## src/rtl/dual_prio_encoder.sv

```systemverilog
// Dual priority encoder: reports the highest and second-highest set request
// bits (bit N-1 wins), combinationally and as a one-cycle registered copy.
module dual_prio_encoder #(
  parameter int N = 12,
  localparam int W = $clog2(N)
) (
  input  logic         i_clk,
  input  logic         i_rst,
  input  logic [N-1:0] i_req,
  output logic [W-1:0] o_first,
  output logic [W-1:0] o_second,
  output logic         o_first_valid,
  output logic         o_second_valid,
  output logic [W-1:0] o_first_q,
  output logic [W-1:0] o_second_q,
  output logic         o_first_valid_q,
  output logic         o_second_valid_q
);

  logic [W-1:0] w_first;
  logic [W-1:0] w_second;
  logic         w_first_valid;
  logic         w_second_valid;

  logic [W-1:0] r_first;
  logic [W-1:0] r_second;
  logic         r_first_valid;
  logic         r_second_valid;

  // Ascending scan: each set bit becomes the new leader and the old leader
  // drops to second place, so after the loop the top two indices remain.
  always_comb begin
    w_first        = '0;
    w_second       = '0;
    w_first_valid  = 1'b0;
    w_second_valid = 1'b0;
    for (int i = 0; i < N; i++) begin
      if (i_req[i]) begin
        w_second       = w_first;
        w_second_valid = w_first_valid;
        w_first        = W'(i);
        w_first_valid  = 1'b1;
      end
    end
  end

  // Output registers for pipelined arbitration; synchronous clear on reset.
  always_ff @(posedge i_clk) begin
    if (i_rst) begin
      r_first        <= '0;
      r_second       <= '0;
      r_first_valid  <= 1'b0;
      r_second_valid <= 1'b0;
    end else begin
      r_first        <= w_first;
      r_second       <= w_second;
      r_first_valid  <= w_first_valid;
      r_second_valid <= w_second_valid;
    end
  end

  assign o_first          = w_first;
  assign o_second         = w_second;
  assign o_first_valid    = w_first_valid;
  assign o_second_valid   = w_second_valid;
  assign o_first_q        = r_first;
  assign o_second_q       = r_second;
  assign o_first_valid_q  = r_first_valid;
  assign o_second_valid_q = r_second_valid;

endmodule

```

## config.mk

```make
export PLATFORM = sky130hd
export DESIGN_NAME = dual_prio_encoder
export DESIGN_NICKNAME = d
export VERILOG_FILES = /design/src/rtl/dual_prio_encoder.sv
export SDC_FILE = /design/constraint.sdc
export NUM_CORES = 1
export LEC_CHECK = 0
export CAP_MARGIN = 25
export CORE_ASPECT_RATIO = 1.1
export CORE_MARGIN = 3
export CORE_UTILIZATION = 42
export DETAILED_ROUTE_END_ITERATION = 7
export GPL_TIMING_DRIVEN = 1
export MAX_ROUTING_LAYER = met4
export PLACE_DENSITY = 0.81
export SETUP_SLACK_MARGIN = 0.2
export SLEW_MARGIN = 20
export SYNTH_ARGS = -nofsm -noshare
export SYNTH_HDL_FRONTEND = slang
export SYNTH_SLANG_ARGS = --single-unit
```

## constraint.sdc

```tcl
create_clock -name i_clk -period 2.9 [get_ports i_clk]
set_clock_uncertainty 0.15 [all_clocks]
set_input_delay 0.58 -clock i_clk [delete_from_list [all_inputs] [get_ports i_clk]]
set_output_delay 0.58 -clock i_clk [all_outputs]
set_load 0.02 [all_outputs]
```

### Word level (Yosys, flattened, before mapping)

Index checks and enable logic that the tools add are counted.

* flip-flop bits (word level): 10
* logic and storage cells: 48
* output and inout port bits: 20
* input port bits: 14

* muxes and demuxes: 44

Operators by type and width (count)
* 2-to-1 mux 4 bit: 20
* 2-to-1 mux 1 bit: 24

### Longest topological paths before layout

* depth after elaboration: 12
* gate-level depth with buffers: 7
* depth with buffers taken out: 5

### Worst setup path after synthesis

No wires, ideal clock.

* kind: input to output
* start point: input i_req[10]
* end point: output o_second[2]
* arrival time: 2.012 ns
* buffers on the path: 2
* cell stages on the path: 4
* required time: 2.170 ns
* slack: 0.158 ns
* cells stage by stage: buf_2 or2_2 buf_2 o41ai_1

* cells in the longest elaborated chain, start to end: 2
* elaborated cells between the ends (all ways): 3
* classes of those cells: mux: 3

RTL lines
* start: declaration: line 9 `input logic [N-1:0] i_req,`
* 2-to-1 mux 4 bit: line 38 `if (i_req[i]) begin`
* 2-to-1 mux 4 bit (*): line 38
* end: declaration: line 11 `output logic [W-1:0] o_second,`

Mark *: on every way between the ends. The rest lies on a longest branch, timed or not.

### Worst setup path in the final report

* start point: input i_req[2]
* end point: output o_second_valid

* cells in the longest elaborated chain, start to end: 10
* elaborated cells between the ends (all ways): 19
* classes of those cells: mux: 19

RTL lines
* 2-to-1 mux 1 bit (9 in series): line 38
* 2-to-1 mux 1 bit (*): line 38
* end: declaration: line 13 `output logic o_second_valid,`

Marks and branches as above.

==> implementation parameters <==
Parameter                              Value

Routing
  Detailed Routing Iterations Pass 1 ... 4
  # DRC ... 0
  Amount of wire on met2 after detailed routing ... 1710 um
  Highest metal layer with signal wires ... met4
  Total wirelength of the detailed-routed design ... 3070 um
  Remaining antenna violation count after routing ... 0
  Routed wire length per instance ... 15.2 um
  Starting DRT DRC Count ... 44
  Total number of vias ... 1144
  WL met1 ... 1140 um
  Vias per Instance ... 5.66
  Metal3 WL ... 163 um

STA
  Max Transition Viols Final ... 0
  Final hold vios ... 0
  Worst path setup slack after routing ... 0.160 ns
  Maximum clock frequency ... 0.365 GHz
  Sum of negative setup slack ... 0 ns
  Transition time of the tightest slew-check pin ... 0.339 ns
  Count of endpoints failing setup in the final report ... 0
  RSZ-0062 raised after global routing ... yes
  Clock period minus worst slack ... 2.74 ns
  Final clock period utilization by the worst path ... 94.5%
  Relative max-transition margin ... 77.3%

Placement
  Pre-CTS setup slack ... -0.855 ns
  Last weighted congestion value of the routability-driven placer ... 0.858
  Placed cell count ... 192
  Dpl cell area ... 1390 sq um
  Port Buffer Count ... 33
  Sum of net half-perimeters after detailed placement ... 2070 um

Worst setup path
  Worst setup path startpoint ... i_req[2]
  Required time of the worst setup path ... 2.17 ns
  Critical Path End Type ... output pin
  Highest fanout seen on the critical path ... 4
  Termination of the worst setup path ... o_second_valid
  Data arrival time of the critical path ... 2.01 ns
  Startpoint kind of the worst setup timing path ... primary input
  Type of the worst setup path ... in -> out

Outcome
  Outcome ... complete, no violations

Global routing
  Total routing resource utilization after global routing ... 24.6%
  Maximum number of pins on one net before global-route repair ... 17
  First-pass GRT wire length ... 4870 um
  Grt total ovfl ... 0
  Number of antenna violations at the first check in global routing ... 0
  Vias in the first global route ... 1098

Clock tree
  CTS clock-pin slew for the worst setup and hold paths ... 0.06 ns
  Max clock buf depth ... 2
  H-tree depth ... 1
  Cell at the root of the clock tree ... sky130_fd_sc_hd__clkbuf_4
  Clock Sink Count ... 10
  TritonCTS clock tree ... yes
  Hold_buf cts ... 0
  TritonCTS Buffers ... 3

Layout
  Layout cells sized above 1 ... 46.3%
  Commonest non-fill, non-tap cells in the layout ... sky130_fd_sc_hd__buf_4 (34), sky130_fd_sc_hd__nor2_1 (11), sky130_fd_sc_hd__clkdlybuf4s50_1 (11)
  N_diodes ... 0
  Number of nets in the finished design ... 190
  Most common cell after layout, fill and taps aside ... sky130_fd_sc_hd__buf_4
  Final Non-Filler Cells ... 202
  Area added between synthesis and finish ... 81.2%
  Final instance area ... 1530 sq um

Yosys
  Dominant cells by area after synthesis ... sky130_fd_sc_hd__dfxtp_1 (24%), sky130_fd_sc_hd__a21oi_1 (5.9%), sky130_fd_sc_hd__nor2_1 (5.8%)
  Synth Flop Type ... sky130_fd_sc_hd__dfxtp_1
  Distinct cell type count of the synthesized netlist ... 43
  Mean Syn Cell Area ... 7.46 sq um
  Synth Net Count ... 127
  Warnings from Yosys ... 0
  Share of flip-flops with an asynchronous set or reset ... 0%
  EDFF count, synth ... 0
  Sequential area share after synthesis ... 23.7%
  Count of state elements after synthesis ... 10
  Cell count after synthesis ... 113
  Most area-hungry cell type in the Yosys netlist ... sky130_fd_sc_hd__dfxtp_1
  Share of the synthesized area in the top cell type ... 23.7%
  Cell Area, Synth ... 843 sq um

Floorplanning
  Die outline height ... 53.0 um
  Width of the die ... 48.7 um
  Initial core utilization ... 45.8%
  Core box area ... 1840 sq um
  Total number of placement rows ... 16
  Top Ports ... 34
  Full die area ... 2580 sq um

Pwr
  Power density normalized to cell area ... 314 nW/um^2
  Peak supply drop ... 0.201 mV
  Sum of internal, switching and leakage power ... 0.480 mW
  Static leakage ... 0.639 nW

Worst hold path
  Worst min-delay path category ... in -> reg

Flow run
  Count of max-cap constraint violations ... 0
[Yosys cell counts (2+ instances only)]
| master | count |
|---|---|
| sky130_fd_sc_hd__o21ai_0 | 7 |
| sky130_fd_sc_hd__or2_2 | 4 |
| sky130_fd_sc_hd__nor2_1 | 13 |
| sky130_fd_sc_hd__xnor2_1 | 2 |
| sky130_fd_sc_hd__nor4_1 | 2 |
| sky130_fd_sc_hd__buf_1 | 2 |
| sky130_fd_sc_hd__inv_1 | 2 |
| sky130_fd_sc_hd__nand2_1 | 6 |
| sky130_fd_sc_hd__nor2b_1 | 7 |
| sky130_fd_sc_hd__maj3_1 | 2 |
| sky130_fd_sc_hd__or3_1 | 2 |
| sky130_fd_sc_hd__a21oi_1 | 10 |
| sky130_fd_sc_hd__nor3_1 | 4 |
| sky130_fd_sc_hd__a211oi_1 | 2 |
| sky130_fd_sc_hd__dfxtp_1 | 10 |
| sky130_fd_sc_hd__o21bai_1 | 3 |
| sky130_fd_sc_hd__buf_2 | 9 |
[flip-flops by register name, indices dropped and copies added (netlist names)]
name / cells
o_second_q: 4
o_first_q: 4
o_first_valid_q: 1
o_second_valid_q: 1
[final cells by class]
type	instances	area [sq um]
fillers	120	314
multi-input cells	88	666
well taps	27	33.8
flip-flops and latches	10	200
inverters	2	7.51
clock buffers	4	36.3
repair buffers	71	584
[where the power goes]
| group | switching (mW) | total, mW | internal [mW] |
|---|---|---|---|
| registers | 0.00189 | 0.148 | 0.146 |
| logic | 0.105 | 0.206 | 0.101 |
| clock network | 0.0496 | 0.126 | 0.0763 |
| total | 0.157 | 0.480 | 0.323 |
[metrics by stage]
stage / util [%] / hold WS [ns]
2_1_floorplan: - / 0.624
3_3_place_gp: 75.3 / 1.22
3_5_place_dp: 75.3 / 1.21
4_1_cts: 81.7 / 0.612
5_1_grt: 82.9 / 0.651
6_report: 82.9 / 0.600
[routing by layer]
metal,up-vias,global-route usage [%]
li1,537,-
met1,535,24.4
met2,64,49.5
met3,8,3.10
met4,0,9.48
met5,-,-
[kinds of logic after synthesis]
group | share of synthesized area [%]
simple gates | 26.7
compound gates | 32.6
buf+inv | 8.90
flops | 23.7
xor+xnor | 3.12
mux | 2.52
fa+ha+maj | 2.37
[worst max-delay path, cell delays in order]
cell                        delay [ns]
sky130_fd_sc_hd__buf_8            0.10
sky130_fd_sc_hd__or4_4            0.56
sky130_fd_sc_hd__a2111oi_4        0.29
sky130_fd_sc_hd__o21ai_1          0.13
sky130_fd_sc_hd__a21oi_2          0.17
sky130_fd_sc_hd__a21oi_2          0.05
sky130_fd_sc_hd__buf_6            0.13
[repair_timing]
action	CTS	global route
gates resized for setup	93	11
pin swaps	12	4
setup endpoints to repair	10	9
setup buffers	5	1
[worst min path at each step]
| stage | start | end | slack (ns) | depth (start not counted) |
|---|---|---|---|---|
| after global routing | i_req[2] | o_first_valid_q$_SDFF_PP0_ | 0.65 | 4 |
| after global placement | i_rst | o_second_q[3]$_SDFF_PP0_ | 1.22 | 2 |
| after floorplan | i_req[5] | o_first_valid_q$_SDFF_PP0_ | 0.62 | 2 |
| final | i_req[2] | o_first_valid_q$_SDFF_PP0_ | 0.60 | 4 |
| after detailed placement | i_rst | o_second_q[3]$_SDFF_PP0_ | 1.21 | 2 |
| after CTS | i_req[2] | o_first_valid_q$_SDFF_PP0_ | 0.61 | 4 |
Power figures use the tool's default switching activity.
